$ cat src/rtl/oled_spi_tx.sv
// Byte-wide SPI transmitter for the PmodOLEDrgb pins (cs, sclk, sdin, dc), MSB first.
// Define OLED_SPI_BURST_EN to let back-to-back bytes share one cs frame.
module oled_spi_tx #(
    parameter int CLK_DIV  = 4,
    parameter int CS_SETUP = 2,
    parameter int CS_HOLD  = 2
) (
    input  logic       clk,
    input  logic       rst_n,
    input  logic [7:0] tx_data,
    input  logic       tx_dc,
    input  logic       tx_valid,
    output logic       tx_ready,
    output logic       busy,
    output logic       cs,
    output logic       sclk,
    output logic       sdin,
    output logic       dc
);
    localparam int CMAX = (CLK_DIV > CS_SETUP)
                        ? ((CLK_DIV > CS_HOLD) ? CLK_DIV : CS_HOLD)
                        : ((CS_SETUP > CS_HOLD) ? CS_SETUP : CS_HOLD);
    localparam int CW = (CMAX > 1) ? $clog2(CMAX) : 1;
    localparam logic [CW-1:0] DIV_LAST   = CW'(CLK_DIV - 1);
    localparam logic [CW-1:0] SETUP_LAST = CW'(CS_SETUP - 1);
    localparam logic [CW-1:0] HOLD_LAST  = CW'(CS_HOLD - 1);

    typedef enum logic [1:0] {IDLE, SETUP, SHIFT, HOLD} state_t;

    state_t        state, state_d;
    logic [CW-1:0] cnt, cnt_d;
    logic [2:0]    bitn, bitn_d;
    logic [7:0]    shreg, shreg_d;
    logic          cs_d, sclk_d, sdin_d, dc_d;
    logic          last_shift;

    // last cycle of bit 0 high phase: the next edge would be a falling edge
    assign last_shift = (state == SHIFT) && sclk && (cnt == DIV_LAST) && (bitn == 3'd0);

`ifdef OLED_SPI_BURST_EN
    assign tx_ready = (state == IDLE) || last_shift;
`else
    assign tx_ready = (state == IDLE);
`endif
    assign busy = (state != IDLE);

    always_ff @(posedge clk or negedge rst_n) begin
        if (!rst_n) begin
            state <= IDLE;
            cnt   <= '0;
            bitn  <= 3'd7;
            shreg <= 8'h00;
            cs    <= 1'b1;
            sclk  <= 1'b1;
            sdin  <= 1'b0;
            dc    <= 1'b0;
        end else begin
            state <= state_d;
            cnt   <= cnt_d;
            bitn  <= bitn_d;
            shreg <= shreg_d;
            cs    <= cs_d;
            sclk  <= sclk_d;
            sdin  <= sdin_d;
            dc    <= dc_d;
        end
    end

    always_comb begin
        state_d = state;
        cnt_d   = cnt;
        bitn_d  = bitn;
        shreg_d = shreg;
        cs_d    = cs;
        sclk_d  = sclk;
        sdin_d  = sdin;
        dc_d    = dc;
        case (state)
            IDLE: begin
                if (tx_valid) begin
                    shreg_d = tx_data;
                    dc_d    = tx_dc;
                    sdin_d  = tx_data[7];
                    cs_d    = 1'b0;
                    cnt_d   = '0;
                    state_d = SETUP;
                end
            end
            SETUP: begin
                if (cnt == SETUP_LAST) begin
                    sclk_d  = 1'b0;
                    cnt_d   = '0;
                    bitn_d  = 3'd7;
                    state_d = SHIFT;
                end else begin
                    cnt_d = cnt + 1'b1;
                end
            end
            SHIFT: begin
                if (cnt != DIV_LAST) begin
                    cnt_d = cnt + 1'b1;
                end else begin
                    cnt_d  = '0;
                    sclk_d = ~sclk;
                    // end of a high phase: next bit goes out on the falling edge
                    if (sclk) begin
                        if (bitn != 3'd0) begin
                            bitn_d = bitn - 3'd1;
                            sdin_d = shreg[bitn - 3'd1];
                        end else begin
`ifdef OLED_SPI_BURST_EN
                            if (tx_valid) begin
                                shreg_d = tx_data;
                                dc_d    = tx_dc;
                                sdin_d  = tx_data[7];
                                bitn_d  = 3'd7;
                            end else begin
                                sclk_d  = 1'b1;
                                state_d = HOLD;
                            end
`else
                            sclk_d  = 1'b1;
                            state_d = HOLD;
`endif
                        end
                    end
                end
            end
            HOLD: begin
                if (cnt == HOLD_LAST) begin
                    cs_d    = 1'b1;
                    state_d = IDLE;
                end else begin
                    cnt_d = cnt + 1'b1;
                end
            end
            default: state_d = IDLE;
        endcase
    end
endmodule
$ cat config.mk
export PLATFORM = sky130hd
export DESIGN_NAME = oled_spi_tx
export DESIGN_NICKNAME = d
export VERILOG_FILES = /design/src/rtl/oled_spi_tx.sv
export SDC_FILE = /design/constraint.sdc
export NUM_CORES = 1
export LEC_CHECK = 0
export CAP_MARGIN = 10
export CORE_MARGIN = 5
export CORE_UTILIZATION = 30
export DETAILED_ROUTE_END_ITERATION = 12
export GPL_ROUTABILITY_DRIVEN = 0
export HOLD_SLACK_MARGIN = 0.02
export PLACE_DENSITY_LB_ADDON = 0.1
export SYNTH_ARGS = -nofsm -noshare
export SYNTH_HDL_FRONTEND = slang
export SYNTH_SLANG_ARGS = --single-unit
$ cat constraint.sdc
create_clock -name clk -period 2.55 [get_ports clk]
set_input_delay 0.51 -clock clk [delete_from_list [all_inputs] [get_ports clk]]
set_output_delay 0.51 -clock clk [all_outputs]
set_load 0.02 [all_outputs]
==> summary.txt, run 1 <==
Timing
  – Final Hold Viols: 0
  – F_max: ~0.44 GHz
  – Hold Worst Slack: 0.504 ns
  – Final setup vio count: 0
  – Setup TNS: 0 ns
  – Final Cycle Share: 89.1%
  – Worst-Margin Slew: 0.397 ns
  – Worst rel slew slack: 73.5%
  – Setup skew after layout: 0.00463 ns
  – Setup ws final: 0.279 ns
  – Unrepaired setup endpoints after global routing: no
  – Period minus WS final: 2.27 ns
  – Max-slew violations: 0

Layout
  – ANT cells: 0
  – Fillers: 375
  – Layout area overhead: 25.6%
  – Share of layout cells above drive strength 1: between 20% and 30%
  – Final net count: 144

Global routing
  – Overall global routing resource usage: between 10% and 20%
  – Global route total overflow: 0
  – Largest net degree at the start of global routing: 20
  – Initial antenna violation count: 0
  – First-pass GRT wire length: approximately 4100 um
  – Via count of the first global-routing pass: 920

Synth
  – FFs w/ async S/R, synth: 100%
  – Post-synth EDFFs: 0
  – Mapped cell area: ~0.0011 mm^2
  – Yosys top cell by area: dfrtp_1
  – Library cells used by synthesis: 27
  – Synth Area in XOR/XNOR: 0%
  – Synth warn: 0
  – Syn_nets: 121
  – Compound-Gate Fraction of Synth Area: 11.1%
  – Yosys top cell area share: between 30% and 40%
  – Cells after Synth: 98
  – Sequential fraction of the synthesis area: 43.6%
  – Syn Area/Cell: approximately 11 um^2
  – Top cells by area, synth: dfrtp_1, ha_1, dfstp_2
  – Post-synth top cells: dfrtp_1, inv_1, ha_1
  – Yosys reg bits: 19
  – Predominant post-synthesis flop cell: dfrtp_1
  – Post-Synth Adder-Cell Area: 12.4%
  – Most common cell in the synthesized netlist: dfrtp_1
  – Synth Area in Simple Gates: between 7 and 8%
  – Mux contribution to synthesized area: 20.7%
  – Largest family of logic cells by synthesized area: multiplexers

Placed design
  – I/O Buffers: 17
  – Placed wire-length estimate: 1770 um
  – Pre-CTS setup slack: 0.430 ns

Worst setup path
  – CP Capture Point: tx_ready
  – Register-to-register setup slack: 0.53 ns
  – WP buf/inv: 2
  – Highest cell delay on the worst timing path: 0.65 ns
  – Worst setup path start: state[0]
  – CP Capture Type: output pin
  – Worst path cell trace: inv_1 -> ha_1 -> clkdlybuf4s50_1
  – Critical-path top delay cell: clkdlybuf4s50_1
  – Stages on the worst setup path: 3
  – Worst r2r path cells: 6
  – R2R Path End: bitn[0]
  – Critical Path Start Type: flip-flop
  – Family with the most delay on the worst path: buffers and inverters
  – CP Class: reg2out
  – Worst Path Required: a little over 2 ns
  – R2R Path Start: bitn[0]
  – Worst-path maximum fanout: 6
  – Critical Path AT: between 1.5 and 2 ns

Drt
  – DRC: 0
  – Via Count: just under 800
  – Via density: 4.64
  – Drt pass-1 iters: 2
  – Final wirelength: 2210 um
  – Post-route ant nets: 0
  – Starting DRT DRC Count: 19
  – Drt wl/cell: 13.2 um

Clock network
  – Post CTS Setup Buffer Count: 0
  – CTS tree: yes
  – Clock buffer count from CTS: 3
  – Worst-path clk slew: 0.07 ns
  – Clock Latency Late Sink: 0.25 ns
  – # hold bufs at CTS: 0
  – Post-CTS sizing: 0
  – Clock root buffer: clkbuf_8
  – Clk buf depth: 2
  – H-Tree Level Count: 1
  – Clk sinks: 19

Status
  – Status: finished clean

Floorplanning
  – I/O pin count: 18
  – Row count: 22
  – Die Ht: 70.7 um
  – Die W: 70.7 um
  – DIE AREA: 0.00500 mm^2
  – Total core area: between 0.003 and 0.004 mm^2
  – Initial core utilization: 30.7%

Pwr
  – Clock share of power: between 30% and 40%
  – Net Sw Frac: about a fifth
  – Cell internal pwr: 429 uW
  – Switch Pwr: between 100 and 150 uW
  – Leak pwr: 0.698 nW
  – Reg power frac: 56.3%
  – Maximum VDD drop: around 0.00023 V
  – Combinational power share: 4.8%
  – Pwr Density: 386 mW/mm^2

Run
  – Maximum capacitance violations: 0

Worst hold path
  – Hold crit path type: reg2reg
metal layers:
metal	share of wire [%]	vias up	wire [um]	track usage, %
met3	3.4	2	75	2.56
met2	52	11	1150	18.5
met5	0	-	0	0
met1	43	383	959	11.9
met4	1.2	0	26	3.97
li1	-	384	-	-
cell type report:
cell class                 count  area, um^2  share of cell area, %
multi-input combinational     66         576                   41.4
sequential                    19         482                   34.7
timing repair buffer          18         178                   12.8
tap                           48        60.1                   4.32
inverter                      13        48.8                   3.51
clock buffer                   4        45.0                   3.24
per-stage QoR:
stage | total power, mW | cells | util, % | area, um^2
after floorplan | 0.308 | 98 | - | 1110
after global placement | 0.333 | 164 | 37.3 | 1340
after detailed placement | 0.333 | 164 | 37.3 | 1340
after CTS | 0.551 | 168 | 38.5 | 1390
after global routing | 0.566 | 168 | 38.5 | 1390
final | 0.536 | 168 | 38.5 | 1390
worst min path at each step:
stage | startpoint | end | slack, ns | cells after the start
after floorplan | rst_n | cnt[0] | 0.21 | 0
after global placement | shreg[0] | shreg[0] | 0.49 | 1
after detailed placement | shreg[0] | shreg[0] | 0.49 | 1
after CTS | shreg[0] | shreg[0] | 0.51 | 1
after global routing | shreg[5] | shreg[5] | 0.52 | 1
final | shreg[0] | shreg[0] | 0.50 | 1
power groups by stage:
stage	Combinational [mW]	Clock, mW	Sequential [mW]
floorplan	0.00117	0	0.307
global placement	0.0259	0	0.307
detailed placement	0.0264	0	0.307
CTS	0.0264	0.223	0.301
global route	0.0285	0.236	0.301
finish	0.0255	0.209	0.302
flip-flops by register name (all words and copies together), names as in the netlist:
signal  count
sdin        1
cnt         2
dc          1
state       2
cs          1
bitn        3
shreg       8
sclk        1
cell usage in the layout, fill, tap and decap left out, drive strengths merged:
cell / synthesis / final
mux2: 13 / 13
inv: 13 / 13
nand3: 1 / 1
clkbuf: 0 / 4
mux4: 1 / 1
buf: 0 / 1
dfstp: 5 / 5
o21ai: 2 / 2
a21o: 1 / 1
a21oi: 8 / 8
a21boi: 1 / 1
o2111ai: 1 / 1
or3: 1 / 1
nand2b: 1 / 1
o221a: 1 / 1
mux2i: 6 / 6
nor4: 1 / 1
ha: 11 / 11
dfrtp: 14 / 14
nor2: 3 / 3
clkdlybuf4s50: 0 / 17
nand2: 9 / 9
nor3: 1 / 1
o22ai: 2 / 2
nand3b: 1 / 1
o31ai: 1 / 1
logic make-up (layout without fill, tap and decap cells):
logic type                 count (synthesis)  in the layout
AOI/OAI and AO/OA                         17             17
muxes                                     20             20
and+or+nand+nor                           18             18
buffers and inverters                     13             35
DFF                                       19             19
adders and majority gates                 11             11
(Power assumes the default switching activity.)
==> run 2: changes to the inputs <==
- SLEW_MARGIN: unset -> 20
==> results of run 2 <==
Final layout, timing and power as in run 1 (identical DEF).
